--- config.mk ---
export PLATFORM = sky130hd
export DESIGN_NAME = encode_scan_ctrl
export DESIGN_NICKNAME = d
export VERILOG_FILES = /design/src/rtl/encode_scan_ctrl.sv
export SDC_FILE = /design/constraint.sdc
export NUM_CORES = 1
export LEC_CHECK = 0
export CAP_MARGIN = 15
export CORE_ASPECT_RATIO = 1.2
export CORE_MARGIN = 2
export CORE_UTILIZATION = 58
export DETAILED_ROUTE_END_ITERATION = 8
export PLACE_DENSITY = 0.91
export SYNTH_ARGS = -nofsm -noshare
export SYNTH_HDL_FRONTEND = slang
export SYNTH_SLANG_ARGS = --single-unit
--- constraint.sdc ---
create_clock -name clk -period 3.6 [get_ports clk]
set_clock_uncertainty 0.1 [all_clocks]
set_input_delay 1.08 -clock clk [delete_from_list [all_inputs] [get_ports clk]]
set_output_delay 1.08 -clock clk [all_outputs]
set_load 0.1 [all_outputs]
--- src/rtl/encode_scan_ctrl.sv ---
// encode_scan_ctrl: sequencer for the ESFA encode operation.
// Holds a table of NUM_SLOTS array descriptors (arrDef, handle, array_code).
// Each accepted metadata query is matched against the slots one per cycle.
// The first (lowest-index) hit is returned through a valid/ready response.
// Optional feature macro: ENCODE_SCAN_HINT_EN adds a one-entry last-hit cache
// and a hint_hit output that lets a repeated query skip the scan.
module encode_scan_ctrl #(
  parameter int NUM_SLOTS = 8,
  parameter int SLOT_W    = 3
) (
  input  logic              clk,
  input  logic              rst,
  input  logic              wr_en,
  input  logic [SLOT_W-1:0] wr_slot,
  input  logic              wr_arrDef,
  input  logic [7:0]        wr_handle,
  input  logic [7:0]        wr_array_code,
  input  logic              req_valid,
  output logic              req_ready,
  input  logic [7:0]        req_metadata,
  input  logic              req_isMetadata,
  output logic              rsp_valid,
  input  logic              rsp_ready,
  output logic              rsp_bool,
  output logic [7:0]        rsp_value,
  output logic [7:0]        rsp_context,
  output logic [SLOT_W-1:0] rsp_slot,
  output logic              busy
`ifdef ENCODE_SCAN_HINT_EN
  ,
  output logic              hint_hit
`endif
);

  typedef enum logic [1:0] {
    IDLE = 2'd0,
    SCAN = 2'd1,
    DONE = 2'd2
  } state_t;

  state_t state, state_next;

  // Descriptor table
  logic              arr_def    [NUM_SLOTS];
  logic [7:0]        handle_tab [NUM_SLOTS];
  logic [7:0]        code_tab   [NUM_SLOTS];

  // Captured query and scan position
  logic [SLOT_W-1:0] scan_idx, scan_idx_next;
  logic [7:0]        q_meta, q_meta_next;

  // Registered response fields, held for the whole DONE state
  logic              res_bool, res_bool_next;
  logic [7:0]        res_code, res_code_next;
  logic [SLOT_W-1:0] res_slot, res_slot_next;

  logic              accept;
  logic              in_scope;
  logic              wr_ok;
  logic              slot_hit;
  logic              last_slot;
  logic              hint_match;
  logic [SLOT_W-1:0] hint_sel;

  // The reset gating keeps req_ready low for the whole time rst is asserted
  assign accept    = (state == IDLE) && req_valid && !rst;
  assign in_scope  = req_isMetadata && (req_metadata <= 8'd7);
  assign wr_ok     = wr_en && (32'(wr_slot) < 32'(NUM_SLOTS));
  assign last_slot = (scan_idx == SLOT_W'(NUM_SLOTS - 1));

  // Match the captured query against the slot currently under scan; the query
  // is known to be in scope whenever the FSM is in SCAN
  assign slot_hit  = arr_def[scan_idx] && (handle_tab[scan_idx] == q_meta);

`ifdef ENCODE_SCAN_HINT_EN
  logic              hint_valid;
  logic [7:0]        hint_handle;
  logic [SLOT_W-1:0] hint_slot;
  logic              hint_load;
  logic              hint_load_clobbered;

  assign hint_sel   = hint_slot;
  assign hint_match = hint_valid && (hint_handle == req_metadata) && arr_def[hint_slot];
  assign hint_hit   = accept && in_scope && hint_match;

  assign hint_load  = ((state == SCAN) && slot_hit) || hint_hit;
  assign hint_load_clobbered = wr_ok && (wr_slot == res_slot_next);

  // Remember the most recent hit; a write to the cached slot invalidates it
  always_ff @(posedge clk) begin
    if (rst) begin
      hint_valid  <= 1'b0;
      hint_handle <= 8'd0;
      hint_slot   <= '0;
    end else if (hint_load) begin
      hint_valid  <= !hint_load_clobbered;
      hint_handle <= q_meta_next;
      hint_slot   <= res_slot_next;
    end else if (wr_ok && (wr_slot == hint_slot)) begin
      hint_valid  <= 1'b0;
    end
  end
`else
  assign hint_sel   = '0;
  assign hint_match = 1'b0;
`endif

  // Table writes land at the edge, so a scan reading the same slot this cycle sees the old entry
  always_ff @(posedge clk) begin
    if (rst) begin
      for (int i = 0; i < NUM_SLOTS; i++) begin
        arr_def[i]    <= 1'b0;
        handle_tab[i] <= 8'd0;
        code_tab[i]   <= 8'd0;
      end
    end else if (wr_ok) begin
      arr_def[wr_slot]    <= wr_arrDef;
      handle_tab[wr_slot] <= wr_handle;
      code_tab[wr_slot]   <= wr_array_code;
    end
  end

  // Next-state and response computation for the IDLE/SCAN/DONE sequencer
  always_comb begin
    state_next    = state;
    scan_idx_next = scan_idx;
    q_meta_next   = q_meta;
    res_bool_next = res_bool;
    res_code_next = res_code;
    res_slot_next = res_slot;

    case (state)
      IDLE: begin
        if (accept) begin
          q_meta_next   = req_metadata;
          scan_idx_next = '0;
          res_bool_next = 1'b0;
          res_code_next = 8'd0;
          res_slot_next = '0;
          if (!in_scope) begin
            state_next = DONE;
          end else if (hint_match) begin
            state_next    = DONE;
            res_bool_next = 1'b1;
            res_code_next = code_tab[hint_sel];
            res_slot_next = hint_sel;
          end else begin
            state_next = SCAN;
          end
        end
      end

      SCAN: begin
        if (slot_hit) begin
          state_next    = DONE;
          res_bool_next = 1'b1;
          res_code_next = code_tab[scan_idx];
          res_slot_next = scan_idx;
        end else if (last_slot) begin
          state_next = DONE;
        end else begin
          scan_idx_next = scan_idx + SLOT_W'(1);
        end
      end

      DONE: begin
        if (rsp_ready) begin
          state_next = IDLE;
        end
      end

      default: begin
        state_next = IDLE;
      end
    endcase
  end

  // State, captured query and response registers; reset drops any work in flight
  always_ff @(posedge clk) begin
    if (rst) begin
      state    <= IDLE;
      scan_idx <= '0;
      q_meta   <= 8'd0;
      res_bool <= 1'b0;
      res_code <= 8'd0;
      res_slot <= '0;
    end else begin
      state    <= state_next;
      scan_idx <= scan_idx_next;
      q_meta   <= q_meta_next;
      res_bool <= res_bool_next;
      res_code <= res_code_next;
      res_slot <= res_slot_next;
    end
  end

  assign req_ready   = (state == IDLE) && !rst;
  assign rsp_valid   = (state == DONE);
  assign busy        = (state != IDLE);
  assign rsp_bool    = res_bool;
  assign rsp_value   = res_code;
  assign rsp_context = res_code;
  assign rsp_slot    = res_slot;

endmodule
==> reports/metrics.csv, run 1 <==
stage;metric;value;unit
sta;Setup TNS;0;ns
worst_setup_path;r2r setup slk;0.21;ns
synthesis;syn nets;579;
clock_tree;TritonCTS Buffers;17;
power_and_ir_drop;Clock power frac;40.0;%
grt;initial antenna violation count;0;
place;dpl hpwl;10450;microns
clock_tree;Reg clk slew, reported paths;0.06;ns
layout;fin cells;783;
sta;Setup violations, final;0;
die;DIE HEIGHT;129.0;microns
job;maximum capacitance violations;0;
worst_setup_path;Critical Path Fanout Max;16;
synthesis;Synth area leaders;edfxtp_1, and2_1, mux4_2, dfxtp_1, mux2i_1;
power_and_ir_drop;Total Power;4.136;mW
synthesis;register area share after synthesis;61.52;%
synthesis;Synth Register Bits;164;
worst_setup_path;Crit Path Class;reg -> reg;
place;Final GP Congestion;0.8214;
synthesis;Mapped Area;7550;sq um
sta;minimum clock period;3.395;ns
die;Ports;57;
clock_tree;post-CTS repair timing setup buffer count;0;
synthesis;Post-synth ARST share;0;%
power_and_ir_drop;Worst VDD drop;0.0003088;V
power_and_ir_drop;part of the power in registers;53.2;%
sta;Hold Slack;0.3512;ns
worst_hold_path;Tightest Hold Check Type;reg -> reg;
status;status;completed;
layout;share of layout cells above drive strength 1;20.84;%
die;die footprint;13950;sq um
worst_setup_path;Worst setup EP type;flop;
worst_setup_path;number of cells on the worst reg-to-reg path;7;
die;# rows;45;
worst_hold_path;Hold Path Depth;2;
die;starting density of the core;59.60;%
worst_hold_path;Hold Path Origin;rsp_bool;
sta;worst setup margin;0.2052;ns
layout;fill count;803;
synthesis;Post-Syn Instances;543;
clock_tree;CTS Sinks;164;
power_and_ir_drop;sw power;0.9049;mW
power_and_ir_drop;combinational share of power;6.8;%
grt;gr usage total;26.09;%
clock_tree;Clock Path Buffers;2;
power_and_ir_drop;sw frac;21.88;%
worst_setup_path;CP Launch Type;flop;
sta;Fin. Hold Viols;0;
layout;Final nets;642;
clock_tree;hold-fix buffers at CTS;0;
worst_setup_path;Critical Path AT;3.63;ns
sta;Max Slew Vio Count;0;
place;DP Worst Slack;0.1288;ns
sta;Rel. slew slack;29.68;%
clock_tree;root buf cell;clkbuf_16;
grt;GR Overflow Total;0;
grt;first-pass GRT wire length;26220;microns
layout;final core utilization;69.52;%
synthesis;top post-synthesis cells by count;and2_1, edfxtp_1, nand2_1;
synthesis;Synth area leader;edfxtp_1;
routing;total wire length;16760;microns
routing;Routed WL per cell;21.41;microns
routing;Via density;6.024;
routing;Routed Antenna Nets;0;
layout;antenna diode count;0;
power_and_ir_drop;P per Cell Area;469.6;nW/um^2
grt;vias in the first global route;4981;
grt;largest net degree at the start of global routing;32;
power_and_ir_drop;Internal;3.231;mW
place;post-place instance area;8248;sq um
worst_setup_path;CP Data Required Time;3.84;ns
synthesis;Syn Area/Cell;13.90;sq um
synthesis;EDFF count, synth;136;
layout;Finished Cell Area;8807;sq um
place;Placed Instances;749;
sta;RSZ-0062 raised after global routing;no;
routing;DR vias;4717;
clock_tree;post_cts resized;0;
clock_tree;clk_lat worst skew;0.43;ns
synthesis;most frequent cell after synthesis;and2_1;
routing;Initial DRT Pass Iterations;6;
synthesis;Yosys warnings;0;
routing;number of DRC markers in iteration 0;485;
die;chip width;108.2;microns
power_and_ir_drop;Pleak;3.098;nW
sta;Fmax;294.6;MHz
synthesis;Yosys top cell area share;54.09;%
synthesis;Main synth FF type;edfxtp_1;
routing;DRC Markers;0;
sta;worst-margin pin slew;1.047;ns
clock_tree;CTS H-tree lvls;4;
worst_hold_path;Hold Path Sink;rsp_bool;
place;IO buf count;56;
layout;Layout area overhead;16.66;%
die;core area;12670;sq um
synthesis;Distinct cells, synth;51;
sta;fin crit share;94.30;%
clock_tree;CTS tree;built;
-- layer usage --
layer  track usage, %  up-vias  wire [microns]
li1                 -     2101               -
met5                0        -               0
met2            44.28      243            8690
met1            32.08     2332            6312
met4            11.92        0             457
met3            5.724       41            1301
-- worst max-delay path by stage --
stage,end,slack [ns],cells past startpoint
2_1_floorplan,flop,0.22,7
3_3_place_gp,code_tab[2][5],0.18,4
3_5_place_dp,code_tab[2][2],0.13,4
4_1_cts,flop,0.22,7
5_1_grt,flop,0.07,7
6_report,flop,0.21,7
-- cell type report --
cell class                 instances  area, sq um  share of cell area [%]
clock buffer                      24        490.5                   5.569
clock inverter                     8        50.05                  0.5683
inverter                           5        18.77                  0.2131
multi-input combinational        337         2690                   30.54
sequential                       164         4646                   52.75
tap                              164        205.2                   2.330
timing repair buffer              81        706.9                   8.027
-- power by group through the flow --
| stage | Combinational [mW] | Clock, mW | Sequential (mW) |
|---|---|---|---|
| after global routing | 0.301 | 1.73 | 2.21 |
| after CTS | 0.279 | 1.67 | 2.20 |
| after global placement | 0.263 | 0 | 2.23 |
| final | 0.280 | 1.66 | 2.20 |
| after detailed placement | 0.275 | 0 | 2.24 |
| after floorplan | 0.159 | 0 | 2.22 |
-- registers in the layout, summed over array words and instances, names as in the netlist, named ones only --
| name | flops |
|---|---|
| rsp_bool | 1 |
| q_meta | 8 |
| handle_tab | 64 |
| scan_idx | 3 |
| rsp_context | 8 |
| arr_def | 8 |
| rsp_slot | 3 |
| code_tab | 64 |
| state | 2 |
-- layout by cell type (no fill, tap or decap), drive strengths merged, types with 3 or more instances in the layout --
cell | Yosys | layout
dfxtp | 28 | 28
or2 | 5 | 5
buf | 22 | 48
or4 | 3 | 3
nor2 | 8 | 8
mux2i | 30 | 30
clkbuf | 15 | 24
clkinv | 0 | 5
mux4 | 27 | 27
mux2 | 12 | 12
nor2b | 6 | 6
o21ai | 12 | 12
a31oi | 4 | 4
xor2 | 4 | 4
nand2 | 43 | 43
and2 | 137 | 137
edfxtp | 136 | 136
a21oi | 3 | 3
nor4 | 6 | 6
clkdlybuf4s50 | 0 | 33
nor3 | 6 | 6
inv | 5 | 8
-- critical path: stages (launching register included) --
cell,delay [ns]
dfxtp_1,0.96
buf_4,0.31
nand2_1,0.08
o22ai_1,0.28
nor4_1,0.09
or4_1,0.70
or4_4,0.55
o221ai_1,0.22
-- cells by family (layout without fill, tap and decap cells) --
family	after synthesis	after routing	synth area share, %
xor+xnor	5	5	0.5800
simple gates	225	225	17.37
fa+ha+maj	2	2	0.3314
mux	69	69	13.82
flops	164	164	61.52
buf+inv	42	118	3.165
compound gates	36	36	3.215
No activity file was read; power rests on OpenSTA's default activity.
==> run 2: changes to the inputs <==
- SLEW_MARGIN: not set -> 15
==> run 2 against run 1 <==
Compared with the run above: utilization decreased by 0.069 points; first-iteration DRC count rose by 4.5%; sequential share of layout area up 0.053 points; critical path depth stayed put; largest cell class unchanged.
==> reports/metrics.csv, run 2 (same netlist as run 1, synthesis figures left out) <==
stage;metric;value;unit;change
worst_setup_path;Critical Path AT;3.60;ns;-0.03 ns
clock_tree;clk_lat worst skew;0.43;ns;about the same
layout;Layout area overhead;16.54;%;about the same
routing;metal2 WL;8661;microns;-0.33%
place;Placed Instances;749;;unchanged
layout;Largest regs;code_tab (64), handle_tab (64);;
die;chip width;108.2;microns;unchanged
grt;GR Overflow Total;0;;unchanged
layout;Final nets;641;;-0.16%
sta;RSZ-0062 raised after global routing;no;;
routing;total wire length;16650;microns;-0.69%
grt;vias in the first global route;4981;;unchanged
place;Final GP Congestion;0.8214;;unchanged
sta;Setup TNS;0;ns;unchanged
sta;Fin. Hold Viols;0;;unchanged
clock_tree;CTS tree;built;;
clock_tree;CTS H-tree lvls;4;;unchanged
routing;top sig layer;met4;;
routing;Initial DRT Pass Iterations;5;;-1
clock_tree;Reg clk slew, reported paths;0.06;ns;about the same
place;dpl hpwl;10450;microns;unchanged
worst_setup_path;CP max-delay cell;dfxtp_1;;
clock_tree;CTS Sinks;164;;unchanged
worst_hold_path;Hold Path Origin;rsp_bool;;
routing;met1 WL;5955;microns;-5.7%
place;IO buf count;56;;unchanged
sta;Hold Slack;0.3514;ns;+0.0002010 ns
worst_setup_path;r2r setup slk;0.24;ns;+0.03 ns
layout;most frequent cells in the layout;and2_1, edfxtp_1, buf_4;;
worst_setup_path;Crit path largest cell delay;0.94;ns;-0.02 ns
worst_setup_path;Worst setup EP type;flop;;
sta;fin crit share;93.46;%;-0.84 points
routing;Via density;6.024;;about the same
sta;Max Slew Vio Count;0;;unchanged
power_and_ir_drop;Pleak;3.092;nW;-0.20%
die;DIE HEIGHT;129.0;microns;unchanged
routing;Routed WL per cell;21.29;microns;-0.56%
die;Ports;57;;unchanged
layout;share of layout cells above drive strength 1;20.87;%;+0.034 points
worst_setup_path;CP cell instances;buf_4 -> nand2_1 -> o22ai_1 -> nor4_1 -> or4_1 -> or4_4 -> o221ai_1;;
worst_setup_path;Critical Path Fanout Max;16;;unchanged
grt;largest net degree at the start of global routing;32;;unchanged
sta;worst-margin pin slew;1.065;ns;+0.01869 ns
layout;fin cells;782;;-0.13%
worst_hold_path;Hold Path Depth;2;;unchanged
die;starting density of the core;59.60;%;unchanged
clock_tree;root buf cell;clkbuf_16;;
clock_tree;post_cts resized;0;;unchanged
worst_hold_path;Hold Path Sink;rsp_bool;;
worst_setup_path;Crit Path Class;reg -> reg;;
routing;number of DRC markers in iteration 0;507;;+4.5%
worst_hold_path;Tightest Hold Check Type;reg -> reg;;
power_and_ir_drop;P per Cell Area;469.9;nW/um^2;about the same
clock_tree;Clock Path Buffers;2;;unchanged
die;die footprint;13950;sq um;unchanged
routing;Routed Antenna Nets;0;;unchanged
grt;first-pass GRT wire length;26220;microns;unchanged
routing;DRC Markers;0;;unchanged
worst_setup_path;CP Data Required Time;3.84;ns;about the same
sta;Setup violations, final;0;;unchanged
clock_tree;TritonCTS Buffers;17;;unchanged
status;status;completed;;
clock_tree;hold-fix buffers at CTS;0;;unchanged
worst_setup_path;CP Launch Type;flop;;
clock_tree;post-CTS repair timing setup buffer count;0;;unchanged
sta;minimum clock period;3.364;ns;-0.03035 ns
sta;Fmax;297.2;MHz;+0.90%
layout;antenna diode count;0;;unchanged
layout;final core utilization;69.45;%;about the same
die;# rows;45;;unchanged
die;core area;12670;sq um;unchanged
layout;most common cell after layout, fill and taps aside;and2_1;;
job;maximum capacitance violations;0;;unchanged
sta;Rel. slew slack;28.43;%;-1.3 points
grt;initial antenna violation count;0;;unchanged
grt;gr usage total;26.09;%;unchanged
routing;DR vias;4711;;-0.13%
routing;WL met3;1539;microns;+18%
worst_setup_path;number of cells on the worst reg-to-reg path;7;;unchanged
power_and_ir_drop;Worst VDD drop;0.0003078;V;-0.33%
-- run 2: worst max path at each step --
stage	to	depth (start not counted)
floorplan	flop	7
global placement	code_tab[2][5]	4
detailed placement	code_tab[2][2]	4
CTS	flop	7
global route	flop	7
finish	flop	7
-- run 2: power breakdown --
part | leakage [nW] | internal [mW] | total, mW | switching (mW)
sequential | 1.53 | 2.16 | 2.20 | 0.0384
clock | 0.275 | 0.954 | 1.65 | 0.700
combinational | 1.28 | 0.115 | 0.280 | 0.165
total | 3.09 | 3.23 | 4.13 | 0.904
-- run 2: layer usage --
metal  global-route usage, %  vias to the layer above
li1                        -                     2100
met1                   32.08                     2306
met2                   44.28                      260
met3                   5.724                       45
met4                   11.92                        0
met5                       0                        -
-- run 2: critical path: cells and delay by family (launching register included) --
kind / cells / cell delay (ns)
DFF: 1 / 0.94
and+or+nand+nor: 4 / 1.42
AOI/OAI and AO/OA: 2 / 0.50
buffers and inverters: 1 / 0.30
-- run 2: final cells by class --
cell class,count,area [sq um]
well taps,164,205.2
flip-flops and latches,164,4646
repair buffers,80,695.7
multi-input cells,337,2693
clock inverters,8,50.05
fillers,806,3870
clock buffers,24,490.5
inverters,5,18.77
-- run 2: through the flow --
step / setup slack (ns) / total power, mW / area (sq um)
2_1_floorplan: 0.2201 / 2.379 / 7561
3_3_place_gp: 0.1834 / 2.489 / 8248
3_5_place_dp: 0.1288 / 2.511 / 8248
4_1_cts: 0.2237 / 4.145 / 8788
5_1_grt: 0.06754 / 4.241 / 8798
6_report: 0.2355 / 4.134 / 8798
